==> src/rtl/aes_round_ctrl.sv <==
// aes_round_ctrl - iterative AES encryption sequencer.
//
// Owns the 128-bit cipher state register and the round counter. It runs one
// round per cycle through an external combinational round datapath and
// key-schedule lookup. Only one block is in flight at a time.
//
// Parameters:
//   NR          number of rounds: 10, 12 or 14 (AES-128/192/256)
//
// Ports:
//   clk         sole clock, rising edge
//   rst_n       asynchronous active-low reset
//   in_valid    plaintext block offered
//   in_ready    block accepted this cycle
//   in_data     plaintext; [127:120] is the first FIPS byte
//   out_valid   ciphertext available
//   out_ready   downstream accepts ciphertext
//   out_data    ciphertext, same byte order as in_data
//   rnd_idx     round index presented to the key schedule
//   rkey        round key for rnd_idx, combinational
//   rnd_state   current state register, fed to the round datapath
//   rnd_last    final round: the datapath bypasses MixColumns
//   rnd_result  round datapath output, combinational
//   busy        block in flight (ROUND or DONE)
//
// Build option:
//   AES_PERF_CNT_EN  adds perf_blocks (completed transfers) and perf_stall
//                    (cycles in DONE while out_ready is low), both 32-bit
//                    wrapping counters.
//
// state   | meaning
// --------+-----------------------------------------------------------
// S_IDLE  | waiting for a block; in_ready high once out of reset
// S_ROUND | one round per cycle, rnd_idx = 1..NR
// S_DONE  | ciphertext held on out_data until out_ready

module aes_round_ctrl #(
   parameter int NR = 10
) (
   input  logic         clk,
   input  logic         rst_n,
   input  logic         in_valid,
   output logic         in_ready,
   input  logic [127:0] in_data,
   output logic         out_valid,
   input  logic         out_ready,
   output logic [127:0] out_data,
   output logic [3:0]   rnd_idx,
   input  logic [127:0] rkey,
   output logic [127:0] rnd_state,
   output logic         rnd_last,
   input  logic [127:0] rnd_result,
   output logic         busy
`ifdef AES_PERF_CNT_EN
   ,
   output logic [31:0]  perf_blocks,
   output logic [31:0]  perf_stall
`endif
);

   typedef enum logic [1:0] {
      S_IDLE  = 2'd0,
      S_ROUND = 2'd1,
      S_DONE  = 2'd2
   } state_e;

   localparam logic [3:0] NR_L = 4'(NR);

   generate
      if (NR != 10 && NR != 12 && NR != 14) begin : g_bad_nr
         $fatal(1, "aes_round_ctrl: NR must be 10, 12 or 14");
      end
   endgenerate

   state_e       fsm_q;
   logic [127:0] state_q;
   logic [127:0] state_d;
   logic [3:0]   rnd_idx_q;
   logic         rnd_last_q;
   logic         out_valid_q;
   logic         busy_q;
   logic         armed_q;
   logic         accept;

   // armed_q holds in_ready low for the reset cycle itself; it rises on the
   // first clock after reset release. out_ready -> in_ready through DONE is
   // the only combinational input-to-output path.
   assign in_ready = ((fsm_q == S_IDLE) & armed_q) | ((fsm_q == S_DONE) & out_ready);
   assign accept   = in_valid & in_ready;

   // Initial AddRoundKey. rnd_idx is 0 in both IDLE and DONE, so rkey is
   // round key 0 whenever a capture can happen.
   assign state_d  = in_data ^ rkey;

   always_ff @(posedge clk or negedge rst_n) begin
      if (!rst_n) begin
         fsm_q       <= S_IDLE;
         state_q     <= '0;
         rnd_idx_q   <= '0;
         rnd_last_q  <= 1'b0;
         out_valid_q <= 1'b0;
         busy_q      <= 1'b0;
         armed_q     <= 1'b0;
      end else begin
         armed_q <= 1'b1;
         case (fsm_q)
            S_IDLE: begin
               if (accept) begin
                  state_q    <= state_d;
                  rnd_idx_q  <= 4'd1;
                  rnd_last_q <= 1'b0;
                  busy_q     <= 1'b1;
                  fsm_q      <= S_ROUND;
               end
            end
            S_ROUND: begin
               // rnd_result is only sampled here, so X from an idle datapath
               // never reaches the state register.
               state_q <= rnd_result;
               if (rnd_idx_q == NR_L) begin
                  rnd_idx_q   <= 4'd0;
                  rnd_last_q  <= 1'b0;
                  out_valid_q <= 1'b1;
                  fsm_q       <= S_DONE;
               end else begin
                  rnd_idx_q  <= rnd_idx_q + 4'd1;
                  rnd_last_q <= ((rnd_idx_q + 4'd1) == NR_L);
               end
            end
            S_DONE: begin
               if (out_ready) begin
                  out_valid_q <= 1'b0;
                  if (in_valid) begin
                     state_q    <= state_d;
                     rnd_idx_q  <= 4'd1;
                     rnd_last_q <= 1'b0;
                     fsm_q      <= S_ROUND;
                  end else begin
                     busy_q <= 1'b0;
                     fsm_q  <= S_IDLE;
                  end
               end
            end
            default: begin
               out_valid_q <= 1'b0;
               busy_q      <= 1'b0;
               rnd_idx_q   <= 4'd0;
               rnd_last_q  <= 1'b0;
               fsm_q       <= S_IDLE;
            end
         endcase
      end
   end

   assign out_valid = out_valid_q;
   assign out_data  = state_q;
   assign rnd_state = state_q;
   assign rnd_idx   = rnd_idx_q;
   assign rnd_last  = rnd_last_q;
   assign busy      = busy_q;

`ifdef AES_PERF_CNT_EN
   logic [31:0] perf_blocks_q;
   logic [31:0] perf_stall_q;

   always_ff @(posedge clk or negedge rst_n) begin
      if (!rst_n) begin
         perf_blocks_q <= '0;
         perf_stall_q  <= '0;
      end else begin
         if (out_valid_q && out_ready) begin
            perf_blocks_q <= perf_blocks_q + 32'd1;
         end
         if ((fsm_q == S_DONE) && !out_ready) begin
            perf_stall_q <= perf_stall_q + 32'd1;
         end
      end
   end

   assign perf_blocks = perf_blocks_q;
   assign perf_stall  = perf_stall_q;
`endif

endmodule

==> config.mk <==
export PLATFORM = sky130hd
export DESIGN_NAME = aes_round_ctrl
export DESIGN_NICKNAME = d
export VERILOG_FILES = /design/src/rtl/aes_round_ctrl.sv
export SDC_FILE = /design/constraint.sdc
export NUM_CORES = 1
export LEC_CHECK = 0
export ABC_AREA = 1
export CORE_AREA = 2 2 255 257
export CTS_CLUSTER_SIZE = 8
export DETAILED_ROUTE_END_ITERATION = 12
export DIE_AREA = 0 0 257 259
export DONT_BUFFER_PORTS = 1
export HOLD_SLACK_MARGIN = 0.1
export REMOVE_ABC_BUFFERS = 1
export SYNTH_ARGS = -nofsm -noshare
export SYNTH_HDL_FRONTEND = slang
export SYNTH_SLANG_ARGS = --single-unit
==> constraint.sdc <==
create_clock -name clk -period 1.4 [get_ports clk]
set_input_delay 0.21 -clock clk [delete_from_list [all_inputs] [get_ports clk]]
set_output_delay 0.21 -clock clk [all_outputs]
set_load 0.005 [all_outputs]
==> results of run 1 <==
[through the flow]
step           cells  setup WS [ns]
3_3_place_gp    2151         -0.279
3_5_place_dp    2151         -0.225
2_1_floorplan   1223          -7.50
[logic make-up after synthesis]
family,after synthesis,share of synthesized area
compound gates,131,0.0710
xor+xnor,2,0.00190
fa+ha+maj,3,0.00407
buf+inv,208,0.148
flops,138,0.374
other cells,1,0.000406
simple gates,938,0.401
==> flow_summary.json, run 1 <==
{
  "synthFlopType": "dfrtp_1",
  "postCtsSetupRepairBufs": 5,
  "avgSynthCellArea_sq_um": 6.50,
  "cts_max_level": 4,
  "port_buffers": 0,
  "synth_top_area_share": 0.374,
  "num_rows": 93,
  "initial_core_util": 0.145,
  "placed_cell_area_sq_um": 9750,
  "synth.most_common_cell": "nand2_1",
  "syn_inst": 1421,
  "mappedNetlistArea_sq_um": 9230,
  "yosys_warnings": 0,
  "chipWidth_microns": 257,
  "outcome": "aborted with a tool error",
  "ys_top_cells_by_count": "nand2_1, buf_4, dfrtp_1, nand3_1, nor2_1",
  "ctsHoldBuffers": 439,
  "place_congestion": 0.885,
  "synthArstFlopShare": 1.00,
  "stop_error": "[ERROR RSZ-0060] Max buffer count reached.",
  "cts-root-buf": "clkbuf_16",
  "max-clock-path-buffers": 2,
  "synth.distinct_cells": 21,
  "pin_count": 652,
  "die_y_microns": 259,
  "synth_enable_flop_cells": 0,
  "cts_sinks": 138,
  "cts_inserted_buffers": 17,
  "ys_seq_elements": 138,
  "dp_hpwl_mm": 25.4,
  "cts-resized-gates": 40,
  "failing_step": "clock tree synthesis (4_1_cts)",
  "yosysSeqAreaShare": 0.374,
  "synth.area.top_cells": "dfrtp_1, nand2_1, buf_4",
  "synth_top_area_cell": "dfrtp_1"
}
==> run 2, diff against run 1 <==
CORE_AREA = 2 2 254 256   (was 2 2 255 257)
CTS_CLUSTER_SIZE = not set   (was 8)
DIE_AREA = 0 0 256 258   (was 0 0 257 259)
HOLD_SLACK_MARGIN = not set   (was 0.1)
PLACE_DENSITY_LB_ADDON = 0.15   (was not set)
clock period = 1.8 ns   (was 1.4 ns; I/O delays follow)
==> run 2 against run 1 <==
Against the previous run: the flow now finishes, with violations (hold timing); synthesized cell count stayed put; synthesized area stayed put.
==> flow_summary.json, run 2 <==
{
  "outcome": "finished, violations left",
  "violations": "hold timing",
  "cts_sinks": 138,
  "synth_top_family_by_area": "simple AND/OR/NAND/NOR gates",
  "cts-root-buf": "clkbuf_16",
  "slew_violations": 0,
  "pin_count": 652,
  "hold_ws_ns": -0.509,
  "power_leakage_nw": 5.02,
  "max_stage_delay_ns": 0.45,
  "chipWidth_microns": 256,
  "die-area_sq_um": 66000,
  "firstDrtPassIters": 5,
  "hold_viol_final": 138,
  "arrival_ns": 2.01,
  "wl_mm": 33.8,
  "p_sw_frac": 0.474,
  "r2r_slack_ns": 0.14,
  "min_period_over_period": 0.921,
  "largest_register_ffs": 128,
  "muxShareOfSynthArea": 0,
  "synthArstFlopShare": 1.00,
  "pwr_density_cell_nw_per_um2": 1880,
  "path_max_fanout": 24,
  "fin_nets": 1688,
  "crit_top_cell": "nand2_1",
  "yosysSeqAreaShare": 0.374,
  "utilization": 0.161,
  "area_delta_synth_final_pct": 10.9,
  "synthFlopType": "dfrtp_1",
  "r2r_end": "out_data[59]",
  "path_depth": 10,
  "internal-power_w": 0.0101,
  "ctsHoldBuffers": 3,
  "reg2reg_from": "fsm_q[0]",
  "yosys_warnings": 0,
  "ys_top_cells_by_count": "nand2_1, buf_4, dfrtp_1, nand3_1, nor2_1",
  "wl_per_cell_microns": 15.6,
  "power_w": 0.0193,
  "synthXorXnorAreaFrac": 0.00190,
  "drc": 0,
  "power_switching_w": 0.00913,
  "start_kind": "register",
  "insertion_delay_ns": 0.47,
  "fin_tns_setup_ns": 0,
  "synth_simple_gate_area_share": 0.401,
  "grt_usage": 0.102,
  "cts_max_level": 4,
  "path_class": "reg2reg",
  "avgSynthCellArea_sq_um": 6.50,
  "rsz0062_at_grt": "true",
  "crit_required_ns": 2.15,
  "fmax_ghz": 0.603,
  "ff2ff_path_depth": 10,
  "finClkSkew_ns": 0.0118,
  "pwr-share-clk": 0.186,
  "setup_viol": 0,
  "num_rows": 93,
  "n_fill_cell": 7378,
  "synth.area.top_cells": "dfrtp_1, nand2_1, buf_4",
  "min_period_ns": 1.66,
  "ys_seq_elements": 138,
  "instances_no_fill": 2166,
  "crit_start": "fsm_q[0]",
  "dp_hpwl_mm": 26.6,
  "syn_inst": 1421,
  "mappedNetlistArea_sq_um": 9230,
  "viasPerCell": 3.83,
  "first_iter_violations": 493,
  "die_y_microns": 258,
  "cts_inserted_buffers": 17,
  "cts_tree": "built",
  "antenna_left": 0,
  "synth_fa_ha_area_frac": 0.00407,
  "grt_start_max_net_pins": 139,
  "place_congestion": 0.757,
  "grt_pass1_vias": 8479,
  "synth.most_common_cell": "nand2_1",
  "synth.distinct_cells": 21,
  "synth_top_area_share": 0.374,
  "max-clock-path-buffers": 2,
  "initial_core_util": 0.145,
  "grt_overflow_total": 0,
  "layout_common_cells": "nand2_1, dfrtp_1, nand3_1",
  "clk_pin_slew_ns": 0.06,
  "cp-end-kind": "register",
  "seq_power_share": 0.365,
  "layout_commonest_cell": "nand2_1",
  "drive_gt1_frac": 0.0718,
  "maxCapViolations": 0,
  "synth_compound_area_frac": 0.0710,
  "hold_path_class": "in2async",
  "cpLargestDelayFamily": "simple AND/OR/NAND/NOR gates",
  "crit_slowest_cell": "dfrtp_1",
  "crit_chain": "nor2_1 > nand2_1 > nand2_1 > nand2_1 > nand2_4 > nand2_4 > buf_12 > buf_12 > nand2_1 > nand2_1",
  "crit_path_end": "out_data[59]",
  "antenna_found_initial": 2,
  "synth_enable_flop_cells": 0,
  "postCtsSetupRepairBufs": 0,
  "dp_cells": 2130,
  "port_buffers": 0,
  "ir_worst_vdd_uv": 618,
  "num_vias": 8290,
  "synth_top_area_cell": "dfrtp_1",
  "path_buf_inv": 2,
  "core_area_sq_um": 63600,
  "grt_pass1_wl_mm": 51.0,
  "p_comb_frac": 0.449
}
==> run 2: cell counts after synthesis <==
No cell type changed its count.
==> run 2: logic make-up (layout without fill, tap and decap cells) <==
kind of cell | count (synthesis) | after routing
buffers and inverters | 208 | 97
DFF | 138 | 138
xor gates and xnor gates | 2 | 2
AOI/OAI and AO/OA | 131 | 131
and+or+nand+nor | 938 | 938
other | 1 | 2
adders and majority gates | 3 | 3
==> run 2: worst min-delay path by stage <==
stage | startpoint | end | slack [ns] | cells after the start
6_report | rst_n | out_data[86] | -0.51 | 0
3_3_place_gp | rst_n | out_data[86] | -0.02 | 0
4_1_cts | rst_n | out_data[86] | -0.57 | 0
3_5_place_dp | rst_n | out_data[86] | -0.02 | 0
2_1_floorplan | rst_n | armed_q | -0.03 | 0
5_1_grt | rst_n | out_data[75] | -0.57 | 0
==> run 2: layer usage <==
metal,part of all wire,track usage
met2,0.49,0.171
met5,0.00038,0
met4,0.021,0.0427
met1,0.40,0.119
met3,0.081,0.0345
==> run 2: final cells by class <==
type                       instances  area, sq um  area share
sequential                       138         3450       0.337
antenna                            1         2.50    0.000244
clock buffer                      18          439      0.0429
inverter                          10         40.0     0.00391
timing repair buffer              55          623      0.0609
clock inverter                    14          144      0.0141
multi-input combinational       1075         4470       0.436
tap                              855         1070       0.104
==> run 2: power by group through the flow <==
stage / Sequential, W / Clock, W / Combinational, W
after global placement: 0.00720 / 0 / 0.00879
after floorplan: 0.00619 / 0 / 0.00494
final: 0.00704 / 0.00359 / 0.00865
after detailed placement: 0.00716 / 0 / 0.00888
after global routing: 0.00731 / 0.00391 / 0.0102
after CTS: 0.00711 / 0.00381 / 0.00891
==> run 2: repair_timing <==
item | in CTS | in global routing
setup endpoints to repair | 2 | 6
hold endpoints to repair | 142 | 138
resized for setup | 3 | 6
pin swaps | 0 | 0
==> run 2: worst reg2reg max path: stages (launching register included) <==
cell and delay, ns:
dfrtp_1 0.45, nor2_1 0.17, nand2_1 0.07, nand2_1 0.07
nand2_1 0.10, nand2_4 0.12, nand2_4 0.08, buf_12 0.17
buf_12 0.21, nand2_1 0.07, nand2_1 0.05
==> run 2: stage by stage <==
step | instance area (sq um) | setup WS, ns
5_1_grt | 10200 | -0.00917
2_1_floorplan | 7910 | -7.10
3_5_place_dp | 9590 | -0.150
6_report | 10200 | 0.142
3_3_place_gp | 9590 | -0.163
4_1_cts | 10200 | 0.0512
No activity file was read; power rests on OpenSTA's default activity.
